## src/rtl/ccgc_phase_unwrap.sv

```systemverilog
// Absolute-phase unwrapper: aligns fringe-order and wrapped-phase streams through
// elastic FIFOs, selects k by CCGC or plain gray rule, and emits phi + 2*pi*k.
`timescale 1ns/1ps
module ccgc_phase_unwrap #(
    parameter int K_WIDTH     = 4,
    parameter int PHASE_WIDTH = 32,
    parameter int FRAC_BITS   = 16,
    parameter int ABS_WIDTH   = 32,
    parameter int TWO_PI      = 411775,
    parameter int FIFO_DEPTH  = 16,
    parameter int LINE_PIXELS = 1280
) (
    input  logic                   clk,
    input  logic                   rst,
    input  logic                   mode,
    input  logic                   frame_start,
    input  logic [K_WIDTH-2:0]     k1,
    input  logic [K_WIDTH-1:0]     k2,
    input  logic                   k_valid,
    output logic                   k_ready,
    input  logic [PHASE_WIDTH-1:0] wrapped_phase,
    input  logic                   wp_valid,
    output logic                   wp_ready,
    output logic [ABS_WIDTH-1:0]   abphase_out,
    output logic                   abphase_valid,
    input  logic                   abphase_ready,
    output logic                   abphase_last,
    output logic [1:0]             overflow
);

    localparam int AW  = $clog2(FIFO_DEPTH);
    localparam int LW  = AW + 1;
    localparam int KWW = 2 * K_WIDTH - 1;
    localparam int KS  = K_WIDTH + 1;
    localparam int CW  = $clog2(LINE_PIXELS + 1);

    localparam logic signed [PHASE_WIDTH-1:0] HALF_PI_POS = PHASE_WIDTH'(TWO_PI / 4);
    localparam logic signed [PHASE_WIDTH-1:0] HALF_PI_NEG = PHASE_WIDTH'(-(TWO_PI / 4));
    localparam logic signed [ABS_WIDTH-1:0]   TWO_PI_A    = ABS_WIDTH'(TWO_PI);
    localparam logic signed [KS-1:0]          K_ONE       = KS'(1);
    localparam logic [LW-1:0]                 LVL_FULL    = LW'(FIFO_DEPTH);
    localparam logic [CW-1:0]                 CNT_LAST    = CW'(LINE_PIXELS - 1);

    logic [KWW-1:0]         k_mem [FIFO_DEPTH];
    logic [PHASE_WIDTH-1:0] p_mem [FIFO_DEPTH];
    logic [AW-1:0]          k_wptr, k_rptr, p_wptr, p_rptr;
    logic [LW-1:0]          k_level, p_level;
    logic                   k_full, p_full, k_wr, p_wr, pop, advance;

    logic [KWW-1:0]                k_rd;
    logic [K_WIDTH-2:0]            k1_rd;
    logic [K_WIDTH-1:0]            k2_rd;
    logic signed [PHASE_WIDTH-1:0] phi_rd;
    logic signed [KS-1:0]          k_sel;

    logic                          s1_valid;
    logic signed [PHASE_WIDTH-1:0] s1_phi;
    logic signed [KS-1:0]          s1_k;
    logic signed [ABS_WIDTH-1:0]   phi_ext, k_ext, abs_calc;
    logic [CW-1:0]                 pix_cnt;
    logic                          flush;

    assign flush    = rst || frame_start;
    assign k_full   = (k_level == LVL_FULL);
    assign p_full   = (p_level == LVL_FULL);
    assign k_ready  = !k_full;
    assign wp_ready = !p_full;
    assign k_wr     = k_valid && !k_full && !frame_start;
    assign p_wr     = wp_valid && !p_full && !frame_start;
    assign advance  = !abphase_valid || abphase_ready;
    // Both streams leave together so k and phi words stay paired.
    assign pop      = (k_level != '0) && (p_level != '0) && advance;

    always_ff @(posedge clk) begin
        if (k_wr) k_mem[k_wptr] <= {k1, k2};
        if (p_wr) p_mem[p_wptr] <= wrapped_phase;
    end

    always_ff @(posedge clk) begin
        if (flush) begin
            k_wptr  <= '0;
            k_rptr  <= '0;
            p_wptr  <= '0;
            p_rptr  <= '0;
            k_level <= '0;
            p_level <= '0;
        end else begin
            if (k_wr) k_wptr <= k_wptr + AW'(1);
            if (p_wr) p_wptr <= p_wptr + AW'(1);
            if (pop) begin
                k_rptr <= k_rptr + AW'(1);
                p_rptr <= p_rptr + AW'(1);
            end
            case ({k_wr, pop})
                2'b10:   k_level <= k_level + LW'(1);
                2'b01:   k_level <= k_level - LW'(1);
                default: k_level <= k_level;
            endcase
            case ({p_wr, pop})
                2'b10:   p_level <= p_level + LW'(1);
                2'b01:   p_level <= p_level - LW'(1);
                default: p_level <= p_level;
            endcase
        end
    end

    // Sticky drop flags survive frame_start; only rst clears them.
    always_ff @(posedge clk) begin
        if (rst) begin
            overflow <= 2'b00;
        end else if (!frame_start) begin
            if (k_valid && k_full)  overflow[0] <= 1'b1;
            if (wp_valid && p_full) overflow[1] <= 1'b1;
        end
    end

    assign k_rd   = k_mem[k_rptr];
    assign k1_rd  = k_rd[KWW-1:K_WIDTH];
    assign k2_rd  = k_rd[K_WIDTH-1:0];
    assign phi_rd = p_mem[p_rptr];

    // Near the wrap edges the gray order k1 is unreliable; use the complementary code.
    always_comb begin
        k_sel = $signed({2'b00, k1_rd});
        if (mode) begin
            if (phi_rd <= HALF_PI_NEG)
                k_sel = $signed({1'b0, k2_rd});
            else if (phi_rd >= HALF_PI_POS)
                k_sel = $signed({1'b0, k2_rd}) - K_ONE;
        end
    end

    always_ff @(posedge clk) begin
        if (flush) begin
            s1_valid <= 1'b0;
            s1_phi   <= '0;
            s1_k     <= '0;
        end else if (advance) begin
            s1_valid <= pop;
            if (pop) begin
                s1_phi <= phi_rd;
                s1_k   <= k_sel;
            end
        end
    end

    assign phi_ext  = ABS_WIDTH'(s1_phi);
    assign k_ext    = ABS_WIDTH'(s1_k);
    assign abs_calc = phi_ext + k_ext * TWO_PI_A;

    always_ff @(posedge clk) begin
        if (flush) begin
            abphase_valid <= 1'b0;
            abphase_out   <= '0;
        end else if (advance) begin
            abphase_valid <= s1_valid;
            if (s1_valid) abphase_out <= abs_calc;
        end
    end

    always_ff @(posedge clk) begin
        if (flush) begin
            pix_cnt <= '0;
        end else if (abphase_valid && abphase_ready) begin
            if (pix_cnt == CNT_LAST) pix_cnt <= '0;
            else                     pix_cnt <= pix_cnt + CW'(1);
        end
    end

    assign abphase_last = abphase_valid && (pix_cnt == CNT_LAST);

endmodule

```

## config.mk

```make
export PLATFORM = sky130hd
export DESIGN_NAME = ccgc_phase_unwrap
export DESIGN_NICKNAME = d
export VERILOG_FILES = /design/src/rtl/ccgc_phase_unwrap.sv
export SDC_FILE = /design/constraint.sdc
export NUM_CORES = 1
export LEC_CHECK = 0
export CAP_MARGIN = 25
export CORE_MARGIN = 3
export CORE_UTILIZATION = 40
export CTS_CLUSTER_SIZE = 30
export DETAILED_ROUTE_END_ITERATION = 10
export PLACE_DENSITY_LB_ADDON = 0.08
export SLEW_MARGIN = 20
export SYNTH_ARGS = -nofsm -noshare
export SYNTH_HDL_FRONTEND = slang
export SYNTH_SLANG_ARGS = --single-unit
```

## constraint.sdc

```tcl
create_clock -name clk -period 5.9 [get_ports clk]
set_clock_uncertainty 0.15 [all_clocks]
set_input_delay 0.59 -clock clk [delete_from_list [all_inputs] [get_ports clk]]
set_output_delay 0.59 -clock clk [all_outputs]
set_load 0.02 [all_outputs]
```

==> impl_metrics.yaml <==
final_layout:
  final_area_um2: 36400
  post_layout_nonfiller_instances: 3152
  nNetsFinal: 2245
  seqCellArea_um2: 21100
  layout.filler_cells: 6749
  multi_input_combinational_cell_area_um2: 9830
  drive_above_1_share: 0.182
  area_delta_synth_final_pct: 15.9
pwr:
  combPwrFrac: 0.020
  netSwitchingFraction: 0.206
  power.net_switching_mw: 2.25
  register_share_of_total_power: 0.522
  power.static_leakage_nw: 12.4
  ir_worst_vdd_v: 0.000241
  clkPwrFrac: 0.459
  cellPowerDensity_nw_per_um2: 300
  cell_internal_power_mw: 8.68
cts:
  cts_inserted_buffers: 83
  clk_lat_worst_skew_ns: 0.63
  ctsRootBufferMaster: "sky130_fd_sc_hd__clkbuf_16"
  cts.sinks: 742
  post_cts_resize_count: 0
  clk_transition_reported_paths_ns: 0.06
  clockBufferDepth: 3
  postCtsSetupBuffers: 0
  h_tree_levels: 3
  clock_tree_from_tritoncts: "built"
  cts-hold-fix-buffers: 0
timing:
  final_critical_path_required_period_ns: 5.50
  rsz0062_at_grt: "yes"
  max-slew-margin-rel: 0.371
  report.final.setup_viol: 0
  finalMaxSlewViolations: 0
  worst_max_slew_pin_slew_ns: 0.944
  tcrit_tclk_final: 0.932
  hold_viol_final: 0
  fmaxAchievable_mhz: 182
synthesis:
  synth_enable_flop_cells: 624
  fraction_of_registers_with_async_set_reset: 0
  postSynthRegisterBits: 742
  post_synth_most_frequent_cells: "sky130_fd_sc_hd__edfxtp_1, sky130_fd_sc_hd__nand2_1, sky130_fd_sc_hd__mux4_2, sky130_fd_sc_hd__ha_1, sky130_fd_sc_hd__dfxtp_1"
  synth_sequential_area_ratio: 0.671
  synth_largest_area_cell: "sky130_fd_sc_hd__edfxtp_1"
  syn_area_per_cell_um2: 16.5
  yosysMostFrequentCell: "sky130_fd_sc_hd__edfxtp_1"
  synthCells: 1907
  synthFlopType: "sky130_fd_sc_hd__edfxtp_1"
  synthTopCellsByArea: "sky130_fd_sc_hd__edfxtp_1, sky130_fd_sc_hd__mux4_2, sky130_fd_sc_hd__dfxtp_1"
  yosysWarnings: 0
  mapped_cell_area_um2: 31400
  syn-num-nets: 2106
  synth_top_area_share: 0.596
  yosysUniqueCellTypes: 61
global_route:
  maximum_number_of_pins_on_one_net_before_global_route_repair: 60
  grt_overflow_total: 0
  grt_first_pass_wirelength_mm: 114
  grt_antenna_before_repair: 4
  grtUsageTotal: 0.186
  vias_in_the_first_global_route: 17500
critical_path:
  timing.critical_path.slowest_cell_delay_ns: 0.55
  reg2regPathDepth: 18
  worst_r2r_startpoint: "s1_k[1]"
  worst_ep_arrival_time_ns: 5.90
  timing.critical_path.mode_cell: "sky130_fd_sc_hd__fa_1"
  startpoint: "s1_k[1]"
  setup.worst_path.start_class: "register"
  worst_setup_path_endpoint: "abphase_out[31]"
  worstPathMaxFanout: 6
  crit_path_cell_trace: "inv_1 -> fa_1 -> inv_1 -> ha_1 -> fa_1 -> fa_1 -> inv_1 -> fa_1 -> nor2b_1 -> o2111ai_1 -> nand3_1 -> a221oi_1 -> o211ai_1 -> a31oi_1 -> o21bai_1 -> a2111oi_1 -> or4_1 -> a31oi_1"
  setup.reg_to_reg.worst_slack_ns: 0.40
  crit_slowest_cell: "sky130_fd_sc_hd__fa_1"
  setup.worst_path.end_class: "register"
  worst_path_required_time_ns: 6.30
  worst-setup-path-type: "reg2reg"
  r2r_end: "abphase_out[31]"
placed_design:
  buffer_ports.inserted: 83
  area_after_dpl_um2: 33800
  dp_cells: 3001
  detailedPlacementHpwl_mm: 47.0
  place.gp.congestion: 0.776
floorplan:
  floorplan.core_area_um2: 77600
  starting_density: 0.405
  dieArea_um2: 82000
  fp.dieW_um: 286
  design.portCount: 84
  rows: 102
  fp.dieH_um: 286
routing:
  route.detailed.wl_per_inst_um: 24.0
  drc: 0
  wl_mm: 75.6
  post_drt_via_cell_ratio: 5.34
  drt_initial_violations: 1148
  detail-route-antenna-nets: 0
  detailedRoute.firstPassIterationCount: 4
  dr_total_vias: 16800
hold_path:
  hp-class: "reg2reg"
run:
  cap_violations: 0
outcome:
  run_status: "complete, no violations"
## worst min path at each step
stage,start,end,slack [ns],cells after the start
3_5_place_dp,abphase_out[7],abphase_out[7],0.30,2
3_3_place_gp,abphase_out[7],abphase_out[7],0.29,2
6_report,abphase_out[7],abphase_out[7],0.30,2
2_1_floorplan,phi_ext[18],phi_ext[18],0.29,2
5_1_grt,abphase_out[7],abphase_out[7],0.31,2
4_1_cts,abphase_out[25],abphase_out[25],0.30,2
## cells by family (layout without fill, tap and decap cells)
kind of cell | after synthesis | after routing | share of synthesized area
multiplexers | 172 | 172 | 0.121
buffers and inverters | 158 | 362 | 0.0211
other | 0 | 1 | 0
adder cells (fa/ha/maj) | 153 | 153 | 0.0678
AO/OA/AOI/OAI | 232 | 232 | 0.0470
flip-flops | 742 | 742 | 0.671
AND/OR/NAND/NOR | 395 | 395 | 0.0568
XOR/XNOR | 55 | 55 | 0.0153
## stage by stage
stage / utilization / power (mW) / hold WS [ns] / setup TNS, ns / worst slack (ns)
final: 0.470 / 10.9 / 0.299 / 0 / 0.399
after global routing: 0.470 / 11.3 / 0.312 / -0.0125 / -0.0125
after detailed placement: 0.435 / 6.03 / 0.296 / 0 / 0.319
after CTS: 0.470 / 11.1 / 0.304 / 0 / 0.287
after floorplan: - / 5.89 / 0.286 / 0 / 0.642
after global placement: 0.435 / 6.02 / 0.291 / 0 / 0.353
## sequential cells by signal (all words and copies together), names as in the netlist, 5 cells and up, named ones only
register,cells
p_mem,512
k_mem,112
abphase_out,32
phi_ext,32
pix_cnt,11
k_level,5
p_level,5
s1_k,5
## final cells by class
| cell class | instances | area share |
|---|---|---|
| clock buffer | 100 | 0.0611 |
| inverter | 76 | 0.00783 |
| timing repair buffer | 136 | 0.0344 |
| clock inverter | 50 | 0.0118 |
| multi-input combinational | 1007 | 0.270 |
| sequential | 742 | 0.579 |
| antenna | 1 | 0.0000687 |
| tap | 1040 | 0.0357 |
## power by group through the flow
| stage | Sequential [mW] | Clock [mW] | Combinational (mW) |
|---|---|---|---|
| 3_5_place_dp | 5.81 | 0 | 0.218 |
| 5_1_grt | 5.70 | 5.35 | 0.235 |
| 6_report | 5.70 | 5.01 | 0.214 |
| 2_1_floorplan | 5.81 | 0 | 0.0805 |
| 4_1_cts | 5.70 | 5.14 | 0.218 |
| 3_3_place_gp | 5.81 | 0 | 0.211 |
## placed cells by master, fill, tap and decap left out, drive strengths merged, types with 7 or more instances in the layout
cell,Yosys,final
buf,38,53
mux4,166,166
nor2b,12,12
a211oi,7,7
edfxtp,624,624
ha,124,124
nor2,100,100
nand3,22,22
nor3,17,17
nand2b,19,19
a31oi,7,7
dfxtp,118,118
xor2,30,30
clkinv,0,39
and3,7,7
a21o,16,16
clkbuf,44,100
o22ai,12,12
clkdlybuf4s50,0,83
nand2,174,174
a21oi,97,97
nand4,11,11
xnor2,25,25
a22oi,42,42
inv,76,79
fa,29,29
nor4,9,9
o21ai,19,19
## layer usage
layer,routed length [um],global-route usage,vias to the layer above
met5,0,0,-
met4,1510,0.0484,0
met3,2950,0.0275,96
met2,37500,0.315,301
met1,33700,0.254,8755
li1,-,-,7675
## critical path: cells and delay by family, from the launching register on
kind,cells,cell delay (ns)
adders and majority gates,5,2.32
AOI/OAI and AO/OA,7,1.44
and+or+nand+nor,3,0.95
buffers and inverters,3,0.28
DFF,1,0.33
Note: power is estimated with default switching activity, not from simulation.
